<file path="src/rtl/chdr_eth_deframer_if.sv">
// AXI-stream bundle for the CHDR ingress path: 64-bit data, 4-bit user sideband.
interface chdr_eth_deframer_if #(
  parameter int unsigned DATA_W = 64,
  parameter int unsigned USER_W = 4
);
  logic [DATA_W-1:0] tdata;
  logic [USER_W-1:0] tuser;
  logic              tlast;
  logic              tvalid;
  logic              tready;

  modport master (output tdata, tuser, tlast, tvalid, input tready);
  modport slave  (input tdata, tuser, tlast, tvalid, output tready);
endinterface

</file>
<file path="src/rtl/chdr_eth_deframer.sv">
// Strips the 6-line pad/ETH/IPv4/UDP header from ingress frames and forwards bare CHDR.
// Optional feature macro: DEFRAMER_DROP_CNT_EN (saturating dropped-frame counter).
module chdr_eth_deframer #(
  parameter int unsigned BASE      = 0,
  parameter int unsigned HDR_LINES = 6
) (
  input  logic                  clk,
  input  logic                  reset_n,
  input  logic                  clear,
  input  logic                  set_stb,
  input  logic [7:0]            set_addr,
  input  logic [31:0]           set_data,
  chdr_eth_deframer_if.slave    in_bus,
  chdr_eth_deframer_if.master   out_bus,
  output logic [31:0]           drop_count
);
  localparam int unsigned DATA_W = 64;
  localparam int unsigned CNT_W  = $clog2(HDR_LINES);
  localparam logic [CNT_W-1:0] LAST_LINE  = CNT_W'(HDR_LINES - 1);
  localparam logic [7:0]       ADDR_CFG   = 8'(BASE);
  localparam logic [7:0]       ADDR_CLR   = 8'(BASE + 1);

  typedef enum logic [1:0] {S_HDR, S_PAYLOAD, S_DROP} state_t;

  state_t             state;
  logic [CNT_W-1:0]   line_cnt;
  logic               hdr_fail;
  logic               run;
  logic [15:0]        cfg_port;
  logic               cfg_en;
  logic [15:0]        act_port;
  logic               act_en;
  logic [DATA_W-1:0]  out_tdata;
  logic               out_tlast;
  logic               out_tvalid;

  logic in_tready_c;
  logic in_fire_c;
  logic line_bad_c;
  logic cfg_wr_c;
  logic unused_ok;

  assign unused_ok = ^{set_data[31:17], in_bus.tuser[2:0]};

  // Header lines are always accepted; payload honours the one-entry output stage.
  assign in_tready_c = run && ((state != S_PAYLOAD) || !out_tvalid || out_bus.tready);
  assign in_fire_c   = in_bus.tvalid && in_tready_c;
  assign cfg_wr_c    = set_stb && (set_addr == ADDR_CFG);

  // Per-line header check; the sticky flag accumulates across the header.
  always_comb begin
    line_bad_c = in_bus.tuser[3];
    if ((line_cnt == CNT_W'(2)) && (in_bus.tdata[47:32] != 16'h0800))
      line_bad_c = 1'b1;
    if ((line_cnt == CNT_W'(3)) && (in_bus.tdata[23:16] != 8'h11))
      line_bad_c = 1'b1;
    if ((line_cnt == LAST_LINE) && act_en && (in_bus.tdata[47:32] != act_port))
      line_bad_c = 1'b1;
  end

  always_ff @(posedge clk or negedge reset_n) begin
    if (!reset_n) begin
      state      <= S_HDR;
      line_cnt   <= '0;
      hdr_fail   <= 1'b0;
      run        <= 1'b0;
      cfg_port   <= '0;
      cfg_en     <= 1'b0;
      act_port   <= '0;
      act_en     <= 1'b0;
      out_tdata  <= '0;
      out_tlast  <= 1'b0;
      out_tvalid <= 1'b0;
    end else begin
      run <= 1'b1;
      if (cfg_wr_c) begin
        cfg_port <= set_data[15:0];
        cfg_en   <= set_data[16];
      end
      if (out_tvalid && out_bus.tready)
        out_tvalid <= 1'b0;

      if (clear) begin
        state      <= S_HDR;
        line_cnt   <= '0;
        hdr_fail   <= 1'b0;
        out_tvalid <= 1'b0;
      end else if (in_fire_c) begin
        unique case (state)
          S_HDR: begin
            // Port config is sampled once per frame so it never changes mid-frame.
            if (line_cnt == '0) begin
              act_port <= cfg_port;
              act_en   <= cfg_en;
            end
            if (in_bus.tlast || (line_cnt == LAST_LINE)) begin
              line_cnt <= '0;
              hdr_fail <= 1'b0;
              if (in_bus.tlast)
                state <= S_HDR;
              else if (hdr_fail || line_bad_c)
                state <= S_DROP;
              else
                state <= S_PAYLOAD;
            end else begin
              line_cnt <= line_cnt + CNT_W'(1);
              hdr_fail <= hdr_fail || line_bad_c;
            end
          end
          S_PAYLOAD: begin
            out_tdata  <= in_bus.tdata;
            out_tlast  <= in_bus.tlast;
            out_tvalid <= 1'b1;
            if (in_bus.tlast)
              state <= S_HDR;
          end
          S_DROP: begin
            if (in_bus.tlast)
              state <= S_HDR;
          end
          default: state <= S_HDR;
        endcase
      end
    end
  end

  assign in_bus.tready  = in_tready_c;
  assign out_bus.tdata  = out_tdata;
  assign out_bus.tlast  = out_tlast;
  assign out_bus.tvalid = out_tvalid;
  assign out_bus.tuser  = '0;

`ifdef DEFRAMER_DROP_CNT_EN
  logic        drop_evt_c;
  logic        clr_wr_c;
  logic [31:0] drop_q;

  // Runts end in S_HDR; failed checks end in S_DROP; both count on their tlast.
  assign drop_evt_c = in_fire_c && !clear && in_bus.tlast &&
                      ((state == S_HDR) || (state == S_DROP));
  assign clr_wr_c   = set_stb && (set_addr == ADDR_CLR);

  always_ff @(posedge clk or negedge reset_n) begin
    if (!reset_n)
      drop_q <= '0;
    else if (clr_wr_c)
      drop_q <= '0;
    else if (drop_evt_c && (drop_q != 32'hFFFF_FFFF))
      drop_q <= drop_q + 32'd1;
  end

  assign drop_count = drop_q;
`else
  assign drop_count = '0;
`endif

endmodule

</file>
<file path="src/flat_wrapper.sv">
// flat-port wrapper written by rule: the top's interface ports become plain ports
module chdr_eth_deframer_flat 
#(
  parameter int unsigned BASE      = 0,
  parameter int unsigned HDR_LINES = 6
)
  (clk, reset_n, clear, set_stb, set_addr, set_data, drop_count, in_bus_tdata, in_bus_tuser, in_bus_tlast, in_bus_tvalid, in_bus_tready, out_bus_tdata, out_bus_tuser, out_bus_tlast, out_bus_tvalid, out_bus_tready);
  chdr_eth_deframer_if in_bus_i ();
  chdr_eth_deframer_if out_bus_i ();
  input  logic clk;
  input  logic reset_n;
  input  logic clear;
  input  logic set_stb;
  input  logic [7:0] set_addr;
  input  logic [31:0] set_data;
  output logic [31:0] drop_count;
  input wire logic [$bits(in_bus_i.tdata)-1:0] in_bus_tdata;
  input wire logic [$bits(in_bus_i.tuser)-1:0] in_bus_tuser;
  input wire logic [$bits(in_bus_i.tlast)-1:0] in_bus_tlast;
  input wire logic [$bits(in_bus_i.tvalid)-1:0] in_bus_tvalid;
  output wire logic [$bits(in_bus_i.tready)-1:0] in_bus_tready;
  output wire logic [$bits(out_bus_i.tdata)-1:0] out_bus_tdata;
  output wire logic [$bits(out_bus_i.tuser)-1:0] out_bus_tuser;
  output wire logic [$bits(out_bus_i.tlast)-1:0] out_bus_tlast;
  output wire logic [$bits(out_bus_i.tvalid)-1:0] out_bus_tvalid;
  input wire logic [$bits(out_bus_i.tready)-1:0] out_bus_tready;
  assign in_bus_i.tdata = in_bus_tdata;
  assign in_bus_i.tuser = in_bus_tuser;
  assign in_bus_i.tlast = in_bus_tlast;
  assign in_bus_i.tvalid = in_bus_tvalid;
  assign in_bus_tready = in_bus_i.tready;
  assign out_bus_tdata = out_bus_i.tdata;
  assign out_bus_tuser = out_bus_i.tuser;
  assign out_bus_tlast = out_bus_i.tlast;
  assign out_bus_tvalid = out_bus_i.tvalid;
  assign out_bus_i.tready = out_bus_tready;
  chdr_eth_deframer #(.BASE(BASE), .HDR_LINES(HDR_LINES)) u_core (.clk(clk), .reset_n(reset_n), .clear(clear), .set_stb(set_stb), .set_addr(set_addr), .set_data(set_data), .in_bus(in_bus_i), .out_bus(out_bus_i), .drop_count(drop_count));
endmodule
</file>
<file path="config.mk">
export PLATFORM = sky130hd
export DESIGN_NAME = chdr_eth_deframer_flat
export DESIGN_NICKNAME = d
export VERILOG_FILES = /design/src/rtl/chdr_eth_deframer_if.sv /design/src/rtl/chdr_eth_deframer.sv /design/src/flat_wrapper.sv
export SDC_FILE = /design/constraint.sdc
export NUM_CORES = 1
export LEC_CHECK = 0
export BUFFER_PORTS_ARGS = -buffer_cell sky130_fd_sc_hd__buf_2
export CELL_PAD_IN_SITES_DETAIL_PLACEMENT = 1
export CELL_PAD_IN_SITES_GLOBAL_PLACEMENT = 1
export CORE_MARGIN = 5
export CORE_UTILIZATION = 23
export DETAILED_ROUTE_END_ITERATION = 10
export PLACE_DENSITY = 0.65
export SLEW_MARGIN = 20
export SYNTH_ARGS = -nofsm -noshare
export SYNTH_HDL_FRONTEND = slang
export SYNTH_SLANG_ARGS = --single-unit
</file>
<file path="constraint.sdc">
create_clock -name clk -period 1.8 [get_ports clk]
set_input_delay 0.36 -clock clk [delete_from_list [all_inputs] [get_ports clk]]
set_output_delay 0.36 -clock clk [all_outputs]
set_load 0.01 [all_outputs]
</file>
== Yosys cells after proc, flatten, opt, wreduce, memory -nomap -nowiden ==
Index checks and enable logic that the tools add are counted.
Operators by class
  $add $sub $neg: 1
  equality and inequality tests: 11
  muxes and demuxes: 22
  bitwise logic cells: 1
  reduce and logical (&&, ||, !) cells: 23
Operators with widths (count)
  16-bit by 12-bit inequality test with 1-bit output, second input constant: 1
  16-bit inequality test: 1
  2-bit two-way mux: 6
  3-bit two-way mux: 4
  1-bit two-way mux: 11
  1-bit logical AND: 8
  8-bit logical NOT: 1
  8-bit by 5-bit inequality test with 1-bit output, second input constant: 1
  3-bit by 2-bit equality test with 1-bit output, second input constant: 2
  3-bit AND reduction: 2
  1-bit logical OR: 4
  2-bit case mux with 2 select lines: 1
  4-bit AND reduction: 1
  2-bit nonzero test: 2
  3-bit by 1-bit adder with 3-bit output, second input constant: 1
  3-bit equality test, second input constant: 1
  3-bit logical NOT: 1
  3-bit by 1-bit inequality test with 1-bit output, second input constant: 1
  3-bit by 2-bit inequality test with 1-bit output, second input constant: 1
  2-bit by 1-bit equality test with 1-bit output, second input constant: 1
  2-bit equality test, second input constant: 1
  2-bit logical NOT: 1
  2-bit by 1-bit inequality test with 1-bit output, second input constant: 1
  2-bit AND reduction: 1
  3 further kinds: 3
Word-level totals
  bits in registers: 107
  input bits: 115
  output and inout bits: 103
  word-level logic and storage cells: 69

== Longest topological paths before layout ==
Gate-level depths: netlist of run 1.
  depth in word-level cells: 12
  depth in mapped cells: 8
  depth with buffers taken out: 7

== Worst setup path before layout of run 1 ==
OpenSTA, ideal clock, no wires.
  kind: register -> register
  start: register u_core.state[0]
  end: register u_core.act_port[10]
  setup time: 0.125 ns
  arrival time: 1.778 ns
  data required time: 1.675 ns
  path slack: -0.103 ns
  stages on the path, launching flop included: 7
  buffers on the path: 1
  clock period less this slack: 1.903 ns
  cell sequence: dfrtp_1 > ha_1 > nand3b_1 > and3_4 > nor4b_4 > buf_6 > mux2_2
On the way
  word-level cells in the longest chain between the ends: 6
  elaborated cells on any way between the ends: 7
  those cells by class: eq/ne (1); reduce/logical (6)
RTL lines
  from (decl): line chdr_eth_deframer.sv:25  | state_t state;
  from (signal assigned): line chdr_eth_deframer.sv:63  | state <= S_HDR;
  from (signal assigned): line chdr_eth_deframer.sv:84  | state <= S_HDR;
  from (signal assigned): line chdr_eth_deframer.sv:100  | state <= S_HDR;
  2-bit by 1-bit inequality test with 1-bit output: line chdr_eth_deframer.sv:46  | assign in_tready_c = run && ((state != S_PAYLOAD) || !out_tvalid || out_bus.tready);
  1-bit logical OR (2 in a row): line chdr_eth_deframer.sv:46
  1-bit logical AND: line chdr_eth_deframer.sv:46
  1-bit logical AND: line chdr_eth_deframer.sv:47  | assign in_fire_c = in_bus.tvalid && in_tready_c;
  4-bit AND reduction (no line) (*)
  to (signal assigned): line chdr_eth_deframer.sv:93  | act_port <= cfg_port;
  to (decl): line chdr_eth_deframer.sv:31  | logic [15:0] act_port;
Mark *: on every way between the ends. The rest lies on a longest branch, timed or not.
A chain may end at the register's enable or synchronous reset.

== Worst setup path in the final report of run 1 ==
  start: register u_core.state[1]
  end: register u_core.out_tdata[30] (netlist: u_core.out_bus.tdata[30])
On the way
  word-level cells in the longest chain between the ends: 6
  elaborated cells on any way between the ends: 7
  those cells by class: eq/ne (2); reduce/logical (5)
RTL lines
  2-bit by 1-bit inequality test with 1-bit output: line chdr_eth_deframer.sv:46
  1-bit logical OR (2 in a row): line chdr_eth_deframer.sv:46
  1-bit logical AND: line chdr_eth_deframer.sv:46
  1-bit logical AND: line chdr_eth_deframer.sv:47
  3-bit AND reduction (no line) (*)
  to (signal assigned): line chdr_eth_deframer.sv:111  | out_tdata <= in_bus.tdata;
  to (decl): line chdr_eth_deframer.sv:33  | logic [DATA_W-1:0] out_tdata;
Marks and branches as above.

==> metrics.sh, run 1 <==
NETLIST-CELL-TYPE-COUNT=34
GRT_ANTENNA_BEFORE_REPAIR=2
DP.FINAL_HPWL_UM=9380
SYNTHMOSTINSTANTIATEDCELL='sky130_fd_sc_hd__dfrtp_1'
GRT_PASS1_VIAS=3693
NUM_IO_PINS=218
SYNTH.LARGEST_AREA_CELL='sky130_fd_sc_hd__dfrtp_1'
CRITICAL_PATH.MAX_STAGE_DELAY_PS=380
TRITONCTS_NUM_SINKS=107
INITIALDRTVIOLATIONCOUNT=118
CRIT-REG2REG-CAPTURE='u_core.out_bus.tdata[30]'
LAYOUT.CORE_UTILIZATION=0.343
POWER.SHARE.COMBINATIONAL=0.252
ROUTE.ANTENNA.REMAINING_NETS=0
STD_CELL_ROWS=52
NUM-NETS-FINAL=667
ASYNC_RESET_FF_FRAC=1.00
TIMING.CRITICAL_PATH.DEPTH=8
CRITICAL_PATH_BUF_INV_COUNT=3
DATA_ARRIVAL_CRITICAL_PATH_PS=2140
CP_SLOWEST_CELL='sky130_fd_sc_hd__dfrtp_1'
SYNTH-MAIN-FF-CELL='sky130_fd_sc_hd__dfrtp_1'
CTS_HOLD_BUFFERS=0
YS.WARNINGS.COUNT=0
DRT-PASS1-ITER-COUNT=4
TOTAL_LEAKAGE_POWER_nW=3.52
GP_ROUTABILITY_CONGESTION=0.747
INTERNAL-POWER_mW=4.72
WORSTSETUPPATHTYPE='flop to flop'
SYNTH_SIMPLE_GATE_AREA_SHARE=0.0492
R2R_SETUP_SLACK_PS=-110
GRT_OVERFLOW_TOTAL=0
TIMING.REG2REG.WORST_PATH_DEPTH=8
WIRE_PER_INST_UM=17.9
PLACE.PORT_BUFFERS=163
LEAST_MARGIN_PIN_SLEW_PS=591
CRITPATHLAUNCH='u_core.state[1]'
FILLER_CELL_COUNT=2203
MAXCLOCKFREQUENCY_MHz=523
MIN-DELAY-PATH-CLASS='input pin to asynchronous set/reset pin'
CRITPATHLAUNCHTYPE='flop'
GRT_START_MAX_NET_PINS=108
MAX-CLOCK-PATH-BUFFERS=2
POWER.IR.VDD_WORST_V=0.000385
SYNTH-EDFF-COUNT=0
NUMBER_OF_ENDPOINTS_FAILING_SETUP_AT_THE_FINAL_STAGE=83
MIN_PERIOD_OVER_PERIOD=1.06
DIODES=0
DRV_SLEW=0
DRIVE_ABOVE_1_SHARE=0.627
POST_DETAILED_ROUTE_DRC_MARKER_COUNT=0
AREA.GROWTH.SYNTH_TO_FINAL_PCT=46.5
CRITPATHMAXFANOUT=5
VIOLATIONS='setup timing'
YOSYS-MUX-AREA-FRACTION=0.236
WHS_PS=94.5
FLOORPLAN.DIE_AREA_UM2=23500
CTS.CLK_SLEW.WORST_PATHS_PS=70
GRT_USE_TOTAL=0.114
CTS_ROOT_BUF='sky130_fd_sc_hd__clkbuf_16'
MAX_TRANSITION_MARGIN=0.606
PWR-SHARE-CLK=0.284
MAXCAPVIOLCOUNT=0
ENDPOINT_KIND='flop'
SYNTH_LARGEST_TYPE_AREA_FRACTION=0.566
POWER.DENSITY_nW_PER_UM2=951
SYN-CELL-AREA_UM2=4730
WL_UM=14700
HOLD_VIOL=0
PERIOD_MINUS_SLACK_PS=1910
DIE_SPAN_X_UM=153
DIE_HEIGHT_UM=153
HTREE_LEVELS=3
WIRE_LENGTH_OF_THE_FIRST_GLOBAL_ROUTING_PASS_UM=21000
STATUS='finished with violations'
NETSWITCHINGPOWER_mW=1.87
POST_SYNTH_MAIN_AREA_CONTRIBUTORS='sky130_fd_sc_hd__dfrtp_1, sky130_fd_sc_hd__mux2_2, sky130_fd_sc_hd__buf_4, sky130_fd_sc_hd__xnor2_1, sky130_fd_sc_hd__ha_1'
SYNTH_TOP_FAMILY_BY_AREA='multiplexers'
CRIT-REG2REG-LAUNCH='u_core.state[1]'
LAYOUT_SETUP_WS_PS=-113
START_UTIL=0.234
POST_SYNTH_XOR_AREA_FRACTION=0.0296
CLOCK_LATENCY_PS=350
SETUP_TNS_PS=-6510
PLACEABLECOREAREA_UM2=20200
SYNTH-ADDER-AREA-SHARE=0.0185
PATH_DELAY_FAMILY='simple AND/OR/NAND/NOR gates'
WORSTSETUPENDPOINT='u_core.out_bus.tdata[30]'
VIA_PER_INST=4.08
NETLIST_INSTANCES=331
SYNTH_TOP_CELLS_BY_COUNT='sky130_fd_sc_hd__dfrtp_1, sky130_fd_sc_hd__mux2_2, sky130_fd_sc_hd__buf_4'
TRITONCTS_CLOCK_TREE='built'
SYNTH_AREA_PER_CELL_UM2=14.3
POSTSYNTHREGISTERBITS=107
SWITCHING_SHARE=0.284
CRITICAL_PATH.CELL_CHAIN='inv_2 -> ha_4 -> nand3b_1 -> and3_4 -> and3b_2 -> buf_8 -> clkbuf_16 -> mux2_2'
DPL-INSTANCE-AREA_UM2=5970
RSZ0062_AT_GRT='true'
WORST-ENDPOINT-REQUIRED_PS=2030
SYNTH-COMPOUND-AREA-SHARE=0.0193
SEQ_AREA_FRAC_SYNTH=0.566
FINAL_AREA_UM2=6930
PRE_CTS_SLACK_PS=-346
FIN_WORST_SKEW_PS=9.16
POWER_FRAC_SEQ=0.463
NUM_VIAS=3342
CTS-BUFFERS-INSERTED=9
-- placed cells by master (no fill, tap or decap), drive strengths merged --
cell type  synthesis  layout
a2111oi            1       1
a21boi             1       1
a21o               1       1
a21oi              2       2
a2bb2oi            1       1
a41oi              1       1
and2               1       1
and3               1       1
and3b              1       1
buf               45     207
clkbuf             0      17
clkinv             0       2
clkinvlp           0       3
conb               2      37
dfrtp            107     107
ha                 7       7
inv                7       7
mux2              99      99
nand2              8       8
nand2b             2       2
nand3              2       2
nand3b             1       1
nand4              4       4
nand4b             1       1
nor2               1       1
nor3               1       1
nor3b              1       1
nor4               5       5
nor4b              4       4
o21ai              5       5
o21bai             1       1
o22ai              1       1
or2                1       1
xnor2             16      16
-- kinds of logic (layout without fill, tap and decap cells) --
| logic type | after synthesis | in the layout |
|---|---|---|
| other | 2 | 37 |
| AND/OR/NAND/NOR | 34 | 34 |
| flip-flops | 107 | 107 |
| buffers and inverters | 52 | 236 |
| adder cells (fa/ha/maj) | 7 | 7 |
| AO/OA/AOI/OAI | 14 | 14 |
| multiplexers | 99 | 99 |
| XOR/XNOR | 16 | 16 |
-- repair_timing --
action / in CTS / in global routing
gates resized for setup: 55 / 45
buffers inserted: 4 / 2
endpoints found under the setup margin: 83 / 86
pin swaps: 1 / 6
gates cloned: 4 / 7
-- registers in the layout (all words and copies together), names as in the netlist --
signal / count
u_core.cfg_en: 1
u_core.out_bus.tvalid: 1
u_core.out_bus.tlast: 1
u_core.act_port: 16
u_core.state: 2
u_core.run: 1
u_core.line_cnt: 3
u_core.hdr_fail: 1
u_core.act_en: 1
u_core.cfg_port: 16
u_core.out_bus.tdata: 64
-- power by group through the flow --
stage	Clock, mW	Sequential [mW]	Combinational (mW)
floorplan	0	3.24	0.554
global placement	0	3.04	1.36
detailed placement	0	3.08	1.41
CTS	1.97	3.04	1.58
global route	2.06	3.11	1.79
finish	1.87	3.05	1.66
-- worst min path at each step --
stage                    startpoint                       end  cells after the start
finish                      reset_n  u_core.out_bus.tdata[25]                      2
detailed placement  u_core.hdr_fail           u_core.hdr_fail                      2
global route                reset_n  u_core.out_bus.tdata[63]                      2
CTS                         reset_n  u_core.out_bus.tdata[25]                      2
global placement            reset_n  u_core.out_bus.tdata[25]                      2
floorplan                   reset_n             u_core.act_en                      0
-- cell type report --
class | instances | area (um2) | area share
Clock buffer | 11 | 233 | 0.0336
Clock inverter | 5 | 40.0 | 0.00578
Inverter | 7 | 26.3 | 0.00379
Multi-Input combinational cell | 207 | 2160 | 0.312
Sequential cell | 107 | 2680 | 0.386
Tap cell | 270 | 338 | 0.0487
Timing Repair Buffer | 213 | 1460 | 0.210
-- through the flow --
stage               std cells  power, mW
floorplan                 366       3.79
global placement          787       4.41
detailed placement        787       4.49
CTS                       811       6.59
global route              820       6.96
finish                    820       6.59
-- metal layers --
layer	up-vias	part of all wire	GRT usage
met3	23	0.069	0.0407
met5	-	0.0020	0
met2	133	0.51	0.196
met1	1679	0.41	0.135
met4	4	0.015	0.0324
li1	1503	-	-
(Power assumes the default switching activity.)
==> inputs of run 2 (changes only) <==
- SKIP_LAST_GASP: unset -> 1
==> run 2 against run 1 <==
Effect of this change: the run still ends with setup timing left; non-clock buffer count up 1; clock skew fell by 1.8 ps; sequential power barely moved; utilization shrank 0.32 points; fmax rose by 0.78%; critical path type unchanged; largest power group unchanged; highest routed layer unchanged.
==> metrics.sh, run 2 (synthesis gave the netlist of run 1 again) <==
STATUS='finished with violations'
VIOLATIONS='setup timing'
NUMPLACEDINSTANCES=787  # unchanged
WIRE_LENGTH_OF_THE_FIRST_GLOBAL_ROUTING_PASS_UM=20400  # -3.2%
WORSTSETUPPATHTYPE='flop to flop'
DATA_ARRIVAL_CRITICAL_PATH_PS=2130  # about the same
LARGEST_REGISTER_FFS=64  # unchanged
TOTAL_LEAKAGE_POWER_nW=3.49  # -0.68%
RSZ0062_AT_GRT='true'
MAX_TRANSITION_MARGIN=0.604  # -0.00184
HTREE_LEVELS=3  # unchanged
FLOORPLAN.DIE_AREA_UM2=23500  # unchanged
COMMONEST_CELLS_AFTER_ROUTING_FILL_AND_TAPS_ASIDE='sky130_fd_sc_hd__buf_2, sky130_fd_sc_hd__dfrtp_1, sky130_fd_sc_hd__mux2_4, sky130_fd_sc_hd__conb_1, sky130_fd_sc_hd__mux2_2'
HOLD_VIOL=0  # unchanged
CRITPATHLAUNCHTYPE='flop'
START_UTIL=0.234  # unchanged
FILLER_CELL_COUNT=2216  # +0.59%
POST_DETAILED_ROUTE_DRC_MARKER_COUNT=0  # unchanged
DIE_SPAN_X_UM=153  # unchanged
VIA_PER_INST=4.04  # -0.93%
FINALNONFILLERCELLS=821  # +0.12%
FIN_WORST_SKEW_PS=7.32  # -1.84 ps
STD_CELL_ROWS=52  # unchanged
SETUP_TNS_PS=-5080  # +1430 ps
FINAL_AREA_UM2=6870  # -0.92%
PERIOD_MINUS_SLACK_PS=1900  # -14.9 ps
DP.FINAL_HPWL_UM=9380  # unchanged
MAX-CLOCK-PATH-BUFFERS=2  # unchanged
CTS.CLK_SLEW.WORST_PATHS_PS=70  # about the same
GRT_PASS1_VIAS=3655  # -1.0%
DRIVE_ABOVE_1_SHARE=0.626  # -0.00114
CTS-BUFFERS-INSERTED=9  # unchanged
NUMBER_OF_ENDPOINTS_FAILING_SETUP_AT_THE_FINAL_STAGE=81  # -2.4%
CTS_HOLD_BUFFERS=0  # unchanged
GP_ROUTABILITY_CONGESTION=0.747  # unchanged
NUM-NETS-FINAL=668  # +0.15%
PLACE.PORT_BUFFERS=163  # unchanged
CRITPATHMAXFANOUT=8  # +3
DIODES=0  # unchanged
LEAST_MARGIN_PIN_SLEW_PS=593  # +2.76 ps
NUM_VIAS=3315  # -0.81%
ROUTE.ANTENNA.REMAINING_NETS=0  # unchanged
GRT_ANTENNA_BEFORE_REPAIR=2  # unchanged
MIN-DELAY-PATH-CLASS='input pin to asynchronous set/reset pin'
WL_UM=14300  # -2.6%
PLACEABLECOREAREA_UM2=20200  # unchanged
GRT_OVERFLOW_TOTAL=0  # unchanged
DIE_HEIGHT_UM=153  # unchanged
INITIALDRTVIOLATIONCOUNT=98  # -17%
MAXCAPVIOLCOUNT=0  # unchanged
DPL-INSTANCE-AREA_UM2=5970  # unchanged
WORST-ENDPOINT-REQUIRED_PS=2030  # about the same
TRITONCTS_CLOCK_TREE='built'
CLOCK_LATENCY_PS=350  # about the same
POWER.IR.VDD_WORST_V=0.000385  # about the same
LAYOUT.CELLS.MOST_COMMON='sky130_fd_sc_hd__buf_2'
GRT_START_MAX_NET_PINS=108  # unchanged
AREA.GROWTH.SYNTH_TO_FINAL_PCT=45.2
DRV_SLEW=0  # unchanged
TRITONCTS_NUM_SINKS=107  # unchanged
MIN_PERIOD_OVER_PERIOD=1.05  # -0.00827
CTS_ROOT_BUF='sky130_fd_sc_hd__clkbuf_16'
POWER.DENSITY_nW_PER_UM2=950  # about the same
ENDPOINT_KIND='flop'
DRT-PASS1-ITER-COUNT=4  # unchanged
MAXCLOCKFREQUENCY_MHz=527  # +0.78%
NUM_IO_PINS=218  # unchanged
LAYOUT.CORE_UTILIZATION=0.339  # -0.00315
LAYOUT_SETUP_WS_PS=-97.9  # +14.9 ps
WIRE_PER_INST_UM=17.4  # -2.7%
GRT_USE_TOTAL=0.110  # -0.00369
==> run 2: cell types whose count changed in the layout (fill, tap and decap cells not counted), sizes merged <==
cell	before	now
buf	207	209
clkbuf	17	16
==> run 2: worst max-delay path: stages (launching register included) <==
cell,delay [ps]
sky130_fd_sc_hd__dfrtp_1,380
sky130_fd_sc_hd__inv_2,70
sky130_fd_sc_hd__ha_4,160
sky130_fd_sc_hd__nand3b_1,100
sky130_fd_sc_hd__and3_4,200
sky130_fd_sc_hd__and3b_2,240
sky130_fd_sc_hd__buf_8,160
sky130_fd_sc_hd__buf_12,160
sky130_fd_sc_hd__mux2_4,310
==> run 2: cell type report <==
cell class,count,area [um2],area share
flip-flops and latches,107,2680,0.390
multi-input cells,207,2100,0.306
repair buffers,214,1450,0.211
well taps,270,338,0.0492
clock buffers,11,233,0.0339
clock inverters,5,40.0,0.00583
inverters,7,26.3,0.00383
==> run 2: power breakdown <==
group / internal (mW) / switching [mW] / total (mW) / leakage (nW)
combinational: 0.914 / 0.702 / 1.62 / 1.95
sequential: 2.82 / 0.226 / 3.04 / 1.42
clock: 0.946 / 0.918 / 1.86 / 0.122
==> run 2: routing by layer <==
layer	routed length, um	GRT usage
met5	29	0
met4	209	0.0341
met3	1030	0.0413
met2	7280	0.189
met1	5780	0.128
==> run 2: final timing paths <==
path                                          start                  endpoint  slack [ps]  depth (start not counted)
setup / recovery                    u_core.state[1]  u_core.out_bus.tdata[52]        -100                          8
hold / removal                              reset_n  u_core.out_bus.tdata[63]          80                          2
setup reg to reg                    u_core.state[1]  u_core.out_bus.tdata[52]        -100                          8
hold reg to reg            u_core.out_bus.tdata[61]  u_core.out_bus.tdata[61]         500                          1
max in group asynchronous                   reset_n   u_core.out_bus.tdata[7]        1270                          2
min in group clk                       set_data[14]       u_core.cfg_port[14]         230                          2
==> run 2: per-stage QoR <==
stage                     worst slack, ps  hold WS (ps)  power [mW]
after floorplan                     -78.1          64.4        3.79
final                               -97.9          80.4        6.52
after global placement               -373           465        4.41
after detailed placement             -346           472        4.49
after global routing                 -182           124        6.90
after CTS                           -95.1           102        6.48
==> run 2: what timing repair did <==
| item | 4_1_cts | 5_1_grt |
|---|---|---|
| cloned | 4 | 6 |
| gates resized for setup | 23 | 66 |
| pin swaps | 1 | 7 |
| endpoints found under the setup margin | 83 | 86 |
| setup buffers | 4 | 4 |
